[src/rtl/fetch_unit_if.sv]
// Instruction-memory fetch bus between the fetch unit (master) and instruction memory (slave).
interface fetch_unit_if;
    logic        imem_req;
    logic [31:0] imem_addr;
    logic        imem_ready;
    logic [31:0] imem_rdata;

    modport master (output imem_req, output imem_addr, input imem_ready, input imem_rdata);
    modport slave  (input imem_req, input imem_addr, output imem_ready, output imem_rdata);
endinterface

[src/rtl/fetch_unit.sv]
// Instruction fetch stage: sequential pc, redirect, stall and bubble handling,
// registered instruction with its address and an accepted-fetch counter.
//
// state | meaning
// BOOT  | single idle cycle after reset release, no request issued
// FETCH | requesting at pc; accept, bubble, stall or redirect each cycle
module fetch_unit #(
    parameter logic [31:0] RESET_PC = 32'h0000_0000
) (
    input  logic         clk,
    input  logic         rst_n,
    input  logic         stall,
    input  logic         pc_src,
    input  logic [31:0]  pc_target,
    fetch_unit_if.master imem,
    output logic [31:0]  instr,
    output logic [6:0]   op,
    output logic [31:0]  pc_out,
    output logic [31:0]  pc_plus4,
    output logic         instr_valid,
    output logic         misalign,
    output logic [15:0]  fetch_count
);

    typedef enum logic {BOOT, FETCH} state_t;

    state_t      state, state_nxt;
    logic [31:0] pc, pc_nxt;
    logic [31:0] instr_nxt, pc_out_nxt;
    logic        valid_nxt, misalign_nxt, req;
    logic [15:0] count_nxt;

    always_ff @(posedge clk) begin
        if (!rst_n) begin
            state       <= BOOT;
            pc          <= RESET_PC;
            instr       <= 32'h0;
            instr_valid <= 1'b0;
            pc_out      <= RESET_PC;
            misalign    <= 1'b0;
            fetch_count <= 16'h0;
        end else begin
            state       <= state_nxt;
            pc          <= pc_nxt;
            instr       <= instr_nxt;
            instr_valid <= valid_nxt;
            pc_out      <= pc_out_nxt;
            misalign    <= misalign_nxt;
            fetch_count <= count_nxt;
        end
    end

    always_comb begin
        state_nxt    = state;
        pc_nxt       = pc;
        instr_nxt    = instr;
        valid_nxt    = instr_valid;
        pc_out_nxt   = pc_out;
        misalign_nxt = 1'b0;
        count_nxt    = fetch_count;
        req          = 1'b0;
        case (state)
            BOOT: state_nxt = FETCH;
            FETCH: begin
                req = !stall && !pc_src;
                // Redirect wins over stall and any data returned this cycle.
                if (pc_src) begin
                    pc_nxt       = {pc_target[31:2], 2'b00};
                    instr_nxt    = 32'h0;
                    valid_nxt    = 1'b0;
                    misalign_nxt = |pc_target[1:0];
                end else if (!stall) begin
                    if (imem.imem_ready) begin
                        instr_nxt  = imem.imem_rdata;
                        pc_out_nxt = pc;
                        valid_nxt  = 1'b1;
                        pc_nxt     = pc + 32'd4;
                        count_nxt  = fetch_count + 16'd1;
                    end else begin
                        instr_nxt = 32'h0;
                        valid_nxt = 1'b0;
                    end
                end
            end
            default: state_nxt = BOOT;
        endcase
    end

    assign imem.imem_req  = req && rst_n;
    assign imem.imem_addr = pc;
    assign op             = instr[6:0];
    assign pc_plus4       = pc_out + 32'd4;

endmodule

[src/flat_wrapper.sv]
// flat-port wrapper written by rule: the top's interface ports become plain ports
module fetch_unit_flat 
#(
    parameter logic [31:0] RESET_PC = 32'h0000_0000
)
  (clk, rst_n, stall, pc_src, pc_target, instr, op, pc_out, pc_plus4, instr_valid, misalign, fetch_count, imem_imem_req, imem_imem_addr, imem_imem_ready, imem_imem_rdata);
  fetch_unit_if imem_i ();
  input  logic clk;
  input  logic rst_n;
  input  logic stall;
  input  logic pc_src;
  input  logic [31:0] pc_target;
  output logic [31:0] instr;
  output logic [6:0] op;
  output logic [31:0] pc_out;
  output logic [31:0] pc_plus4;
  output logic instr_valid;
  output logic misalign;
  output logic [15:0] fetch_count;
  output wire logic [$bits(imem_i.imem_req)-1:0] imem_imem_req;
  output wire logic [$bits(imem_i.imem_addr)-1:0] imem_imem_addr;
  input wire logic [$bits(imem_i.imem_ready)-1:0] imem_imem_ready;
  input wire logic [$bits(imem_i.imem_rdata)-1:0] imem_imem_rdata;
  assign imem_imem_req = imem_i.imem_req;
  assign imem_imem_addr = imem_i.imem_addr;
  assign imem_i.imem_ready = imem_imem_ready;
  assign imem_i.imem_rdata = imem_imem_rdata;
  fetch_unit #(.RESET_PC(RESET_PC)) u_core (.clk(clk), .rst_n(rst_n), .stall(stall), .pc_src(pc_src), .pc_target(pc_target), .imem(imem_i), .instr(instr), .op(op), .pc_out(pc_out), .pc_plus4(pc_plus4), .instr_valid(instr_valid), .misalign(misalign), .fetch_count(fetch_count));
endmodule
[config.mk]
export PLATFORM = sky130hd
export DESIGN_NAME = fetch_unit_flat
export DESIGN_NICKNAME = d
export VERILOG_FILES = /design/src/rtl/fetch_unit_if.sv /design/src/rtl/fetch_unit.sv /design/src/flat_wrapper.sv
export SDC_FILE = /design/constraint.sdc
export NUM_CORES = 1
export LEC_CHECK = 0
export CORE_MARGIN = 5
export CORE_UTILIZATION = 47
export DETAILED_ROUTE_END_ITERATION = 6
export PLACE_DENSITY_LB_ADDON = 0.25
export SYNTH_ARGS = -nofsm -noshare
export SYNTH_HDL_FRONTEND = slang
export SYNTH_SLANG_ARGS = --single-unit
[constraint.sdc]
create_clock -name clk -period 5.1 [get_ports clk]
set_input_delay 0.765 -clock clk [delete_from_list [all_inputs] [get_ports clk]]
set_output_delay 0.765 -clock clk [all_outputs]
set_load 0.01 [all_outputs]
==> impl_metrics.csv <==
group,metric,value,unit
status,status,"finished, final reports clean",
sta,hold_viol,0,
clock_tree,cts_max_level,3,
global_routing,overflow,0,
worst_setup_path,r2r_cells,4,
logic_synthesis,ys_seq_area_frac,0.407,
logic_synthesis,synth-seq-cells,111,
logic_synthesis,yosysTopAreaCell,"dfxtp_1",
logic_synthesis,synth_flop_cell,"dfxtp_1",
placed_design,dp_hpwl,12.6,mm
worst_setup_path,timing.rr.start,"u_core.state",
finish,area_growth,43.8,%
logic_synthesis,synth.top_cells.by_count,"dfxtp_1, nand2_1, nor2_1",
clock_tree,cts_setup_buffers,0,
logic_synthesis,yosys_warnings,0,
sta,tightest_slew,1.31,ns
finish,finalCoreUtilization,0.688,
pwr,netSwitchingPower,0.459,mW
sta,maxSlewViolCount,0,
pwr,pwr-share-seq,0.509,
sta,rsz0062_at_grt,"false",
route,ant_nets,0,
pwr,p_clk_frac,0.365,
sta,max_freq,0.284,GHz
placed_design,port-buffer-count,216,
logic_synthesis,syn-instance-count,685,
global_routing,antenna_found_initial,0,
clock_tree,clockBufferDepth,2,
clock_tree,hold_buffers,0,
finish,nFillCells,984,
finish,ff_latch_area,0.00222,sq mm
route,vias,5744,
finish,nets,934,
finish,num_antenna_cells,0,
clock_tree,clk_latency,0.35,ns
die,die-area,0.0139,sq mm
clock_tree,cts.sinks,111,
pwr,p_sw_frac,0.251,
worst_setup_path,worst-setup-path-type,"flip-flop to output pin",
logic_synthesis,synth-simple-area-share,0.266,
worst_setup_path,rrSetupSlack,2.48,ns
worst_setup_path,slowest_delay,0.55,ns
logic_synthesis,yosys.area.top_type_share,0.407,
route,routedWlPerCell,17.5,um
global_routing,grt_pass1_wl,28.6,mm
logic_synthesis,synth-adder-area-share,0.00687,
clock_tree,tritoncts,"done",
finish,multi_input_area,0.00295,sq mm
global_routing,grt_pass1_vias,5587,
clock_tree,cts_root_buf,"clkbuf_16",
sta,max-slew-margin-rel,0.124,
clock_tree,cts_buffers,9,
job,max-cap-violations,0,
logic_synthesis,synth_area,0.00546,sq mm
logic_synthesis,yosysMostFrequentCell,"dfxtp_1",
sta,skew,0.00482,ns
route,viasPerCell,5.69,
route,drc_errors,0,
worst_setup_path,crit_chain,"ha_1, and3_1, nor2b_1, nand4_1, xnor2_1, clkdlybuf4s50_1",
worst_setup_path,critPathLaunchType,"flip-flop",
pwr,pwr-share-comb,0.126,
die,fp.dieH,118,um
sta,fin_crit,3.53,ns
route,drt-total-wl,17.6,mm
logic_synthesis,synth.distinct_cells,61,
min_path,hold_class,"flip-flop to flip-flop",
logic_synthesis,async_flop_share,0,
placed_design,gp_congestion,0.896,
route,drt_iter0_markers,503,
logic_synthesis,avgSynthCellArea,7.97,sq um
pwr,p_leak,2.72,nW
die,fp.coreArea,0.0114,sq mm
worst_setup_path,endpoint_kind,"output pin",
sta,tns,0,ns
die,io_pins,223,
logic_synthesis,synthMuxAreaShare,0.0186,
die,num_rows,39,
worst_setup_path,r2r_end,"u_core.imem.imem_addr[28]",
logic_synthesis,synth_enable_flop_cells,0,
worst_setup_path,worstSetupStartpoint,"u_core.pc_out[2]",
pwr,peakVddDrop,165,uV
worst_setup_path,arrival,2.76,ns
pwr,power_density,233,mW/mm^2
finish,drive_above_1_share,0.0392,
worst_setup_path,cp.required,4.34,ns
worst_setup_path,cp_slowest_cell,"clkdlybuf4s50_1",
clock_tree,ctsResizeCount,0,
die,die_x,118,um
logic_synthesis,synth_compound_area_frac,0.177,
logic_synthesis,synth_top_family_by_area,"simple AND/OR/NAND/NOR gates",
global_routing,track_usage,0.243,
pwr,internal-power,1.37,mW
worst_setup_path,endpoint,"pc_plus4[30]",
global_routing,grt_max_degree,100,
logic_synthesis,synth_xor_area_frac,0.0658,
die,start_util,0.478,
sta,setup_viol,0,
route,firstDrtPassIters,5,
logic_synthesis,ys_top_cells_by_area,"dfxtp_1, nand2_1, nor2_1",
clock_tree,path_clk_slew,0.07,ns
worst_setup_path,cp_max_fo,8,
sta,fin_crit_sh,0.691,
==> metrics by stage <==
stage	total power [mW]	worst slack (ns)	instance area (sq um)	instances	hold slack, ns
after floorplan	1.05	2.64	5480	690	0.487
after global placement	1.17	1.66	7580	994	0.465
after detailed placement	1.18	1.67	7580	994	0.471
after CTS	1.83	1.54	7860	1010	0.480
after global routing	1.90	1.39	7860	1010	0.532
final	1.83	1.57	7860	1010	0.476
==> cells in the final DEF, fill, tap and decap left out, types with 2 or more instances in the layout <==
cell type,instances
clkdlybuf4s50_1,215
dfxtp_1,111
nand2_1,101
nor2_1,77
a21oi_1,54
nand3_1,37
a22oi_1,35
xnor2_1,26
nand4_1,22
o21ai_0,19
xor2_1,15
and3_1,14
nor3_1,9
mux2i_1,9
clkbuf_16,9
and4_1,8
inv_1,7
o211ai_1,7
conb_1,6
and2_1,5
a31oi_1,5
buf_4,5
or4_1,4
nor4_1,4
nor2b_1,3
nand2b_1,3
a21o_1,3
a311oi_1,3
a22o_1,3
o31ai_1,3
ha_1,3
o21a_1,2
o22ai_1,2
a211oi_1,2
a31o_2,2
clkinv_2,2
clkbuf_8,2
clkbuf_1,2
==> how the worst min path moves through the flow <==
stage	start	to	depth (start not counted)
5_1_grt	u_core.pc_out[12]	u_core.pc_out[12]	2
3_5_place_dp	u_core.fetch_count[15]	u_core.fetch_count[15]	2
3_3_place_gp	u_core.fetch_count[15]	u_core.fetch_count[15]	2
6_report	u_core.fetch_count[15]	u_core.fetch_count[15]	2
4_1_cts	u_core.fetch_count[15]	u_core.fetch_count[15]	2
2_1_floorplan	u_core.fetch_count[15]	u_core.fetch_count[15]	2
==> metal layers <==
layer	share of wire	global-route usage
met4	0.026	0.0903
met3	0.092	0.0697
met2	0.48	0.403
met1	0.40	0.298
met5	0	0
==> registers in the layout, summed over array words and instances (netlist names) <==
signal	flops
u_core.instr_valid	1
u_core.state	1
u_core.imem.imem_addr	30
u_core.instr	32
u_core.fetch_count	16
u_core.pc_out	30
u_core.misalign	1
==> power by group through the flow <==
| stage | sequential, mW | clock [mW] | combinational, mW |
|---|---|---|---|
| after floorplan | 0.944 | 0 | 0.103 |
| after global placement | 0.948 | 0 | 0.224 |
| after global routing | 0.935 | 0.716 | 0.248 |
| after CTS | 0.930 | 0.674 | 0.230 |
| after detailed placement | 0.950 | 0 | 0.229 |
| final | 0.931 | 0.667 | 0.230 |
==> worst max-delay path, delay by kind of cell, from the launching register on <==
| kind | cells | cell delay, ns |
|---|---|---|
| flip-flops | 1 | 0.46 |
| XOR/XNOR | 1 | 0.17 |
| adder cells (fa/ha/maj) | 1 | 0.26 |
| buffers and inverters | 1 | 0.55 |
| AND/OR/NAND/NOR | 3 | 0.98 |
==> cell families after synthesis <==
logic type	Yosys count
buffers and inverters	68
xor gates and xnor gates	41
adders and majority gates	3
and+or+nand+nor	300
muxes	10
DFF	111
other	1
AOI/OAI and AO/OA	151
==> layout make-up <==
type / count / area share
Sequential cell: 111 / 0.283
Clock inverter: 3 / 0.00223
Clock buffer: 13 / 0.0331
Multi-Input combinational cell: 511 / 0.376
Timing Repair Buffer: 221 / 0.279
Inverter: 8 / 0.00382
Tap cell: 143 / 0.0228
(Power assumes the default switching activity.)
